==> config.mk <==
export PLATFORM = sky130hd
export DESIGN_NAME = weight_loader
export DESIGN_NICKNAME = d
export VERILOG_FILES = /design/src/rtl/weight_loader.sv
export SDC_FILE = /design/constraint.sdc
export NUM_CORES = 1
export LEC_CHECK = 0
export ABC_AREA = 1
export CORE_MARGIN = 4
export CORE_UTILIZATION = 51
export CTS_BUF_LIST = sky130_fd_sc_hd__clkbuf_4
export DETAILED_ROUTE_END_ITERATION = 7
export PLACE_DENSITY = 0.92
export SETUP_SLACK_MARGIN = 0.5
export SYNTH_ARGS = -nofsm -noshare
export SYNTH_HDL_FRONTEND = slang
export SYNTH_SLANG_ARGS = --single-unit
export TNS_END_PERCENT = 1
==> constraint.sdc <==
create_clock -name clk -period 1.45 [get_ports clk]
set_input_delay 0.29 -clock clk [delete_from_list [all_inputs] [get_ports clk]]
set_output_delay 0.29 -clock clk [all_outputs]
set_load 0.03 [all_outputs]
==> src/rtl/weight_loader.sv <==
// Streams a header plus numWeight words into one of numNeuron weight memories.
// Define WEIGHT_LOADER_CKSUM_EN to require and check a trailing checksum word.
module weight_loader #(
   parameter int numWeight    = 3,
   parameter int numNeuron    = 5,
   parameter int addressWidth = 10,
   parameter int dataWidth    = 16
) (
   input  logic                    clk,
   input  logic                    rst_n,
   input  logic                    in_valid,
   output logic                    in_ready,
   input  logic [dataWidth-1:0]    in_data,
   output logic [numNeuron-1:0]    wen,
   output logic [addressWidth-1:0] wadd,
   output logic [dataWidth-1:0]    win,
   output logic                    done,
   output logic                    err
);

`ifdef WEIGHT_LOADER_CKSUM_EN
   typedef enum logic [1:0] {IDLE, LOAD, CKSUM, DONE} state_t;
`else
   typedef enum logic [1:0] {IDLE, LOAD, DONE} state_t;
`endif

   state_t                  r_state;
   logic [7:0]              r_sel;
   logic [addressWidth-1:0] r_cnt;
   logic [numNeuron-1:0]    r_wen;
   logic [addressWidth-1:0] r_wadd;
   logic [dataWidth-1:0]    r_win;
   logic                    r_done;
   logic                    r_err;
`ifdef WEIGHT_LOADER_CKSUM_EN
   logic [dataWidth-1:0]    r_sum;
`endif

   logic                    w_hs;
   logic                    w_sel_ok;
   logic                    w_last;
   logic [numNeuron-1:0]    w_onehot;

   assign w_hs     = in_valid & in_ready;
   assign w_sel_ok = int'(in_data[7:0]) < numNeuron;
   assign w_last   = (r_cnt == addressWidth'(numWeight - 1));
   assign w_onehot = numNeuron'(1) << r_sel;

   // Gated by rst_n so upstream never sees ready during reset.
   assign in_ready = rst_n & (r_state != DONE);

   assign wen  = r_wen;
   assign wadd = r_wadd;
   assign win  = r_win;
   assign done = r_done;
   assign err  = r_err;

   always_ff @(posedge clk) begin
      if (!rst_n) begin
         r_state <= IDLE;
         r_sel   <= '0;
         r_cnt   <= '0;
         r_wen   <= '0;
         r_wadd  <= '0;
         r_win   <= '0;
         r_done  <= 1'b0;
         r_err   <= 1'b0;
`ifdef WEIGHT_LOADER_CKSUM_EN
         r_sum   <= '0;
`endif
      end else begin
         r_wen  <= '0;
         r_done <= 1'b0;
         r_err  <= 1'b0;
         unique case (r_state)
            IDLE: begin
               if (w_hs) begin
                  r_sel <= in_data[7:0];
                  r_cnt <= '0;
`ifdef WEIGHT_LOADER_CKSUM_EN
                  r_sum <= '0;
`endif
                  if (w_sel_ok) r_state <= LOAD;
                  else          r_err   <= 1'b1;
               end
            end
            LOAD: begin
               if (w_hs) begin
                  r_wen  <= w_onehot;
                  r_wadd <= r_cnt;
                  r_win  <= in_data;
`ifdef WEIGHT_LOADER_CKSUM_EN
                  r_sum  <= r_sum + in_data;
`endif
                  if (w_last) begin
`ifdef WEIGHT_LOADER_CKSUM_EN
                     r_state <= CKSUM;
`else
                     r_state <= DONE;
                     r_done  <= 1'b1;
`endif
                  end else begin
                     r_cnt <= r_cnt + addressWidth'(1);
                  end
               end
            end
`ifdef WEIGHT_LOADER_CKSUM_EN
            CKSUM: begin
               if (w_hs) begin
                  r_state <= DONE;
                  r_done  <= 1'b1;
                  r_err   <= (in_data != r_sum);
               end
            end
`endif
            DONE:    r_state <= IDLE;
            default: r_state <= IDLE;
         endcase
      end
   end

endmodule

* Word level (Yosys, flattened, before mapping)
Cells that the tools add are included.
** Word-level totals
- Bits in registers :: 53
- Input bits :: 19
- Output and inout port bits :: 34
- Word-level logic and storage cells :: 40
** Cells by class
- Add/sub/neg operators :: 1
- Order comparisons :: 1
- Eq/ne operators :: 8
- Shifts and indexed selects :: 1
- Muxes and demuxes :: 11
- Bitwise gates (word level) :: 2
- Reduce and logical (&&, ||, !) cells :: 8
** Operators with widths (count)
- $mux 10 :: 3
- $pmux 10 s2 :: 1
- $ne 2x2->1 const B :: 6
- $add 10x1->10 const B :: 1
- $eq 10x2->1 const B :: 1
- $lt 8x3->1 const B :: 1
- $mux 2 :: 4
- $reduce_and 4->1 :: 2
- $shl 1x8->5 const A :: 1
- $reduce_and 3->1 :: 2
- $pmux 2 s2 :: 1
- $reduce_and 2->1 :: 2
- $and 1x1->1 :: 2
- $eq 2x1->1 const B :: 1
- $logic_not 2->1 :: 1
- $mux 1 :: 2
- $reduce_bool 2->1 :: 1

* Depth between registers and ports, before layout
- Depth after elaboration :: 5
- Mapped depth :: 10
- Mapped depth without buffers :: 10

* Worst setup path before layout
No wires, ideal clock.
- Kind :: flip-flop to flip-flop
- From :: register r_state[0]
- To :: register r_sel[6]
- Arrival :: 1.344 ns
- Slack :: -0.013 ns
- Cell stages (with the launch flop) :: 7
- Period minus slack after synthesis :: 1.463 ns
- Cells stage by stage :: dfxtp_1 -> inv_2 -> a21oi_2 -> nand3_2 -> buf_6 -> o21ai_0 -> a21oi_1
** Between the ends
- Longest elaborated chain between the ends :: 4
- Elaborated cells between the ends (all ways) :: 5
** RTL lines
- start: declaration :: RTL line 27 : state_t r_state;
- start signal: assignment :: RTL line 60 : r_state <= IDLE;
- start signal: assignment :: RTL line 83 : if (w_sel_ok) r_state <= LOAD;
- start signal: assignment :: RTL line 99 : r_state <= DONE;
- $ne 2x2->1 :: RTL line 50 : assign in_ready = rst_n & (r_state != DONE);
- $and 1x1->1 :: RTL line 50
- net in_ready :: RTL line 12 : output logic in_ready,
- $and 1x1->1 :: RTL line 44 : assign w_hs = in_valid & in_ready;
- $reduce_and 2->1 (no line)
- end signal: assignment :: RTL line 78 : r_sel <= in_data[7:0];
- end: declaration :: RTL line 28 : logic [7:0] r_sel;
The timed path passes the listed nets, and every way through them passes these cells.
A chain may end at the register's enable or synchronous reset.

* Worst setup path in the final report
- From :: register r_state[0]
- To :: output port in_ready
** Between the ends
- Longest elaborated chain between the ends :: 2
** RTL lines (RTL line)
- $ne 2x2->1 :: 50
- $and 1x1->1 :: 50
- end: declaration :: 12
No other way between the ends.

==> results.md <==
* Placement Cell Area at 2877 µm²
* Worst-Skew Late Latency at 0.39 ns
* Reg2reg setup slack at -0.01 ns
* CP max stage delay at 0.39 ns
* Vias/cell at 5.830
* Max Freq at between 0.6 and 0.7 GHz
* H-Tree Depth at 2
* GRT Overall Usage at 27.08%
* CTS Buffer Depth at 2
* Pins Over Slew Limit at 0
* Slowest cell on the critical path: dfxtp_4
* DP HPWL at 3847 µm
* Status: finished, violations left
* Critical path data arrival time at 1.19 ns
* Clock slew at reported path FFs at 0.16 ns
* Hold_sp: in_data[5]
* Max IR drop VDD at 0.0004694 V
* Share of post-route cells with drive strength above 1 at 46.70%
* DR vias at 2326
* Final-stage net count at approximately 370
* Antenna-violating nets left at 0
* Vias in the first global route at between 2000 and 2500
* I/O pin count at 53
* Count of different cell masters after synthesis at 29
* # DRC at 0
* CP dominant cell by count: buf_6
* # port buffers at 52
* WL/cell at 18.39 µm
* DIE WIDTH at approximately 74 µm
* Die Y at 73.92 µm
* Final Setup Violations at 2
* CTS tree: yes
* Post-route cell area at 3287 µm²
* Synthesis Warnings at 0
* Crit share post-route at 102.4%
* WP data required at 1.16 ns
* Syn_nets at about 310
* Site row count at 23
* Seq/Total Area, Yosys at 47.88%
* Critical path class: flip-flop to primary output
* Core Area at approximately 4100 µm²
* RSZ-0062 raised after global routing: yes
* # hold bufs at CTS at 0
* Crit-path cells: inv_4 > a21oi_4 > buf_6 > buf_6
* Crit Reg-Reg Endpoint: r_state[0]$_SDFFE_PN0P_
* Hold EP: win[5]$_SDFFE_PN0P_
* Worst Setup Slack, final at -0.03446 ns
* First-pass GRT wire length at 11270 µm
* Failing checks: setup timing
* Total gr overflow at 0
* CTS root buffer: clkbuf_4
* Final Hold Fails at 0
* Worst R2R Start: r_state[0]$_SDFFE_PN0P_
* DRT iter0 DRCs at about 260
* Leakage at 1.295 nW
* CTS Sinks at 53
* Cell depth of the worst flop-to-flop path at 6
* Max Clock Skew at between 0.02 and 0.025 ns
* Crit path max fanout at 3
* Relative slew slack at between 60% and 70%
* Worst Hold Class: input pin to flip-flop
* Initial antenna violation count at 0
* Critical path launch point type: flip-flop
* Hold Crit Depth at 3
* Final Core Density at 80.43%
* Initial cell density of the core at 54.23%
* Crit end category: primary output
* Die ar. at 5463 µm²
* Pwr Density at 719.6 nW/µm²
* CTS buffer count at 5
* Gpl congestion at 0.8400
* Least-Margin Pin Slew at a little under 0.5 ns
* Total wire length at 7338 µm
* Synth Register Bits at 53
* Drt first pass iters at 7
* Synthesis-to-layout area growth at 48.33%
* Minimum clock period at approximately 1.5 ns
* ANT cells at 0
* # fillers at 216
* Mapped Area at around 2200 µm²
* Max_cap viols at 0
* Largest net degree at the start of global routing at 38
* Post-Syn Instances at 285
* Post-Syn Area per Cell at about 7.8 µm²
==> worst max-delay path: cells and delay by family, from the launching register on <==
| family | cells | cell delay (ns) |
|---|---|---|
| buffers and inverters | 3 | 0.29 |
| AO/OA/AOI/OAI | 1 | 0.15 |
| flip-flops | 1 | 0.39 |
==> cell type report <==
cell class | count | area, µm² | area share, %
flip-flops and latches | 53 | 1116 | 33.96
clock buffers | 5 | 37.54 | 1.142
repair buffers | 69 | 730.7 | 22.23
clock inverters | 1 | 5.005 | 0.1523
well taps | 50 | 62.56 | 1.903
inverters | 32 | 132.6 | 4.035
multi-input cells | 189 | 1202 | 36.58
==> layout by cell type, fill, tap and decap left out, drive strengths merged <==
cell type      instances
buf                   51
inv                   32
nand2                 58
nand3b                 1
dfxtp                 53
o21ai                 40
a21oi                 14
nor4                   1
clkbuf                 5
clkinv                 1
o31ai                  1
clkdlybuf4s50         15
nand3                 35
ha                     2
nand4                  5
nor2                  26
nor3                   6
dlygate4sd2            3
==> registers in the layout, summed over array words and instances, names as in the netlist <==
signal   flops
r_sel        8
wadd        10
win         16
err          1
r_state      2
wen          5
done         1
r_cnt       10
==> synthesized netlist by cell type <==
library cell	number	area [µm²]
inv_2	3	11.26
o21ai_0	24	120.1
a21oi_1	13	65.06
nor4_2	1	12.51
ha_1	2	25.02
buf_6	3	33.78
nor2_4	3	33.78
buf_4	1	7.510
nand3b_1	1	7.510
inv_1	29	108.9
nand3_4	1	17.52
buf_2	2	10.01
nand2_4	2	22.52
o31ai_2	1	12.51
nor2_1	20	75.07
nand2_1	55	206.5
clkbuf_8	1	13.76
o21ai_1	16	80.08
nor2_2	3	18.77
nand3_1	32	160.2
a21oi_2	1	8.760
nor3_1	6	30.03
dfxtp_1	53	1061
clkbuf_2	1	5.000
nand4_1	5	31.28
buf_1	2	7.510
nand3_2	2	20.02
nand2_2	1	6.260
clkbuf_1	1	3.750
==> metrics by stage <==
stage	hold slack [ns]	TNS, ns	instances	setup slack, ns	power [mW]
3_5_place_dp	0.4323	-8.686	390	-0.2823	1.711
5_1_grt	0.3346	-0.4366	399	-0.1101	2.433
4_1_cts	0.3179	-0.0001287	398	-0.0001287	2.308
6_report	0.3510	-0.03992	399	-0.03446	2.365
2_1_floorplan	0.4088	0	285	0.2016	1.609
3_3_place_gp	0.4256	-6.252	390	-0.2026	1.705
==> metal layers <==
metal / up-vias / global-route usage [%] / wire length [µm]
li1: 1062 / - / -
met5: - / 0 / 0
met1: 1103 / 32.15 / 2857
met4: 0 / 14.89 / 312
met2: 129 / 45.96 / 3637
met3: 32 / 4.925 / 531
==> worst max path at each step <==
| stage | slack (ns) | end | startpoint | cells past startpoint |
|---|---|---|---|---|
| 2_1_floorplan | 0.20 | r_sel[5]$_SDFFE_PN0P_ | r_state[0]$_SDFFE_PN0P_ | 6 |
| 3_3_place_gp | -0.20 | r_state[0]$_SDFFE_PN0P_ | rst_n | 6 |
| 3_5_place_dp | -0.28 | r_sel[1]$_SDFFE_PN0P_ | rst_n | 6 |
| 4_1_cts | -0.0001 | in_ready | r_state[0]$_SDFFE_PN0P_ | 4 |
| 5_1_grt | -0.11 | r_cnt[2]$_SDFFE_PN0P_ | r_cnt[7]$_SDFFE_PN0P_ | 7 |
| 6_report | -0.03 | in_ready | r_state[0]$_SDFFE_PN0P_ | 4 |
==> power by group <==
part	internal [mW]	leakage (nW)	switching, mW
Clock	0.170	0.0269	0.464
Sequential	1.47	0.450	0.0141
Combinational	0.102	0.819	0.146
==> cell families after synthesis <==
logic type	Yosys count	share of synthesized area [%]
DFF	53	47.88
buffers and inverters	43	9.090
and+or+nand+nor	132	28.97
adders and majority gates	2	1.129
AOI/OAI and AO/OA	55	12.93
==> timing repair <==
item | in CTS | in global routing
pin swaps | 56 | 10
gates resized for setup | 354 | 3
buffers inserted | 2 | 1
endpoints found under the setup margin | 87 | 87
No activity file was read; power rests on OpenSTA's default activity.
